[src/rtl/fec_pkg.sv]
`default_nettype none
// ============================================================================
//  Module      : fec_pkg
//  Description : Shared types for the functional equivalence checker.
//                The sweep FSM state encoding and its width live here.
//  Revision    : 1.0 - initial release
// ============================================================================
package fec_pkg;

    // Width of the sweep FSM state register.
    localparam int FEC_STATE_W = 2;

    // Sweep FSM states.
    typedef enum logic [FEC_STATE_W-1:0] {
        FEC_IDLE  = 2'd0,
        FEC_SWEEP = 2'd1,
        FEC_DONE  = 2'd2
    } fec_state_e;

endpackage : fec_pkg
`default_nettype wire

[src/rtl/fec_lut_mux.sv]
`default_nettype none
// ============================================================================
//  Module      : fec_lut_mux
//  Description : Combinational row selector. Returns the N_OUT-bit output
//                word stored for input vector sel in a flattened truth table
//                (row v occupies bits v*N_OUT +: N_OUT).
//  Revision    : 1.0 - initial release
// ============================================================================
module fec_lut_mux
    import fec_pkg::*;
#(
    parameter int N_IN  = 3,
    parameter int N_OUT = 4
) (
    input  logic [N_OUT*(2**N_IN)-1:0] tt_i,
    input  logic [N_IN-1:0]            sel_i,
    output logic [N_OUT-1:0]           row_o
);

    localparam int N_ROWS = 2**N_IN;

    logic [N_OUT-1:0] w_rows [N_ROWS];

    // Split the flat table into one word per input vector.
    genvar gv;
    generate
        for (gv = 0; gv < N_ROWS; gv++) begin : g_rows
            assign w_rows[gv] = tt_i[gv*N_OUT +: N_OUT];
        end
    endgenerate

    assign row_o = w_rows[sel_i];

endmodule : fec_lut_mux
`default_nettype wire

[config.mk]
export PLATFORM = sky130hd
export DESIGN_NAME = fec_lut_mux
export DESIGN_NICKNAME = d
export VERILOG_FILES = /design/src/rtl/fec_pkg.sv /design/src/rtl/fec_lut_mux.sv
export SDC_FILE = /design/constraint.sdc
export NUM_CORES = 1
export LEC_CHECK = 0
export CAP_MARGIN = 40
export CORE_AREA = 2 2 39 41
export DETAILED_ROUTE_END_ITERATION = 12
export DIE_AREA = 0 0 41 43
export GPL_TIMING_DRIVEN = 0
export PLACE_DENSITY = 0.7
export REMOVE_ABC_BUFFERS = 1
export SETUP_SLACK_MARGIN = 0.3
export SLEW_MARGIN = 5
export SYNTH_ARGS = -nofsm -noshare
export SYNTH_HDL_FRONTEND = slang
export SYNTH_SLANG_ARGS = --single-unit
[constraint.sdc]
create_clock -name vclk -period 2.6
set_clock_uncertainty 0.05 [all_clocks]
set_input_delay 0.26 -clock vclk [all_inputs]
set_output_delay 0.26 -clock vclk [all_outputs]
set_load 0.01 [all_outputs]
==> impl_metrics.toml <==
[worst_setup_path]
critPathKind = "in -> out"
crit_required_ps = 2290
cp-end-kind = "output pin"
cp.arrival_ps = 1920
crit_fanout = 8
startpoint_type = "input pin"

[sta]
hold_violations = 0
max_clock_freq_mhz = 448
finalCritPeriodShare = 0.859
final.min_clock_period_ps = 2230
slew_headroom = 0.804
setup_tns_ps = 0
worst-slew-pin-transition_ps = 295
drv_slew = 0
setup_viol = 0
rsz0062_at_grt = "no"
setup_ws_ps = 367

[grt]
grt_max_degree = 9
grt_pass1_wl_microns = 1340
grt_pass1_vias = 339
grt.total_usage = 0.109
grt_antenna_before_repair = 0
overflow = 0

[final_layout]
nFillCells = 122
syn_to_final_growth_pct = 146
multi_input_area_sq_um = 255
final_nets = 88
final-seq-area_sq_um = 0
diodes = 0
layout.sequential_cells = 0
final_util = 0.481
drive_gt1_frac = 0.0980
clock_buffers = 0
final_area_sq_um = 666

[route]
antenna_left = 0
drtIter0Drc = 1
viasPerCell = 4.82
dr.pass1.iters = 2
vias = 323
drc = 0
wl_microns = 890
wire_per_inst_microns = 13.3

[synth]
yosys_warnings = 0
synth_top_family_by_area = "multiplexers"
synthDistinctLibCells = 4
yosysSeqAreaShare = 0
avgSynthCellArea_sq_um = 19.3
synthAdderAreaFrac = 0
muxShareOfSynthArea = 0.944
synthCells = 14
synth_compound_area_frac = 0
synth_xor_area_frac = 0
yosys.area_share.simple = 0
netlist.area_leader.share = 0.778
synth_largest_area_cell = "mux4_1"
yosys-top-cells-area = "mux4_1 (78%), mux2_2 (17%), buf_6 (4.2%)"
synth_area_sq_um = 270

[pwr]
p_leak_uw = 0.000254
p_per_area_mw_per_mm2 = 158
ir_drop_mv = 0.0702

[die]
dieWidth_microns = 41
ios = 39
start_util = 0.195
coreArea_sq_mm = 0.00138
dieArea_sq_mm = 0.00176
rows = 14
die_h_microns = 43

[placement]
numPortBuffers = 39
place_area_sq_um = 666
pre_cts_ws_ps = -60.0
routabilityCongestion = 0.620

[worst_hold_path]
hp-class = "in -> out"

[clock_network]
postCtsHoldBufs = 0

[flow_run]
cap_violations = 0

[status]
outcome = "completed"
-- critical path, cell delays in order --
cell             delay, ps
clkdlybuf4s15_2        320
mux4_1                 590
mux2_2                 280
clkdlybuf4s50_1        470
-- cells in the final DEF, fill, tap and decap left out --
master / Yosys / layout
clkdlybuf4s15_2: 0 / 1
clkdlybuf4s50_1: 0 / 37
dlygate4sd2_1: 0 / 1
mux2_2: 4 / 4
mux4_1: 8 / 8
-- routing by layer --
| layer | wire length (microns) | GRT usage | up-vias |
|---|---|---|---|
| li1 | - | - | 150 |
| met1 | 325 | 0.146 | 136 |
| met2 | 366 | 0.172 | 37 |
| met3 | 198 | 0.0419 | 0 |
| met4 | 0 | 0 | 0 |
| met5 | 0 | 0 | - |
-- timing repair --
item | in CTS | in global routing
setup endpoints to repair | 4 | 0
buffers inserted | 0 | 0
gates resized for setup | 4 | 0
-- path summary, 6_finish.rpt --
path,startpoint,to,slack [ps],depth (start not counted)
max,sel_i[0],row_o[3],370,4
min,sel_i[2],row_o[3],1700,4
-- final cells by class --
type                       count  area share
timing repair buffer          39       0.586
multi-input combinational     12       0.383
tap                           16      0.0301
-- Yosys cell counts, drive strengths merged --
cell and number:
mux4 8, mux2 4, buf 1, clkbuf 1
-- logic make-up (layout without fill, tap and decap cells) --
logic type  count (synthesis)  in the layout
buf+inv                     2             39
mux                        12             12
-- where the power goes --
part	switching [uW]	internal (uW)	total [uW]	leakage [uW]
clock	0	0	0	0
combinational	23.7	81.7	105	0.000254
sequential	0	0	0	0
total	23.7	81.7	105	0.000254
-- metrics by stage --
stage          hold slack, ps  instances  power, uW
3_3_place_gp             1720         67        107
2_1_floorplan             628         12       33.0
6_report                 1700         67        105
3_5_place_dp             1740         67        107
5_1_grt                  1750         67        112
4_1_cts                  1710         67        107
Power figures use the tool's default switching activity.
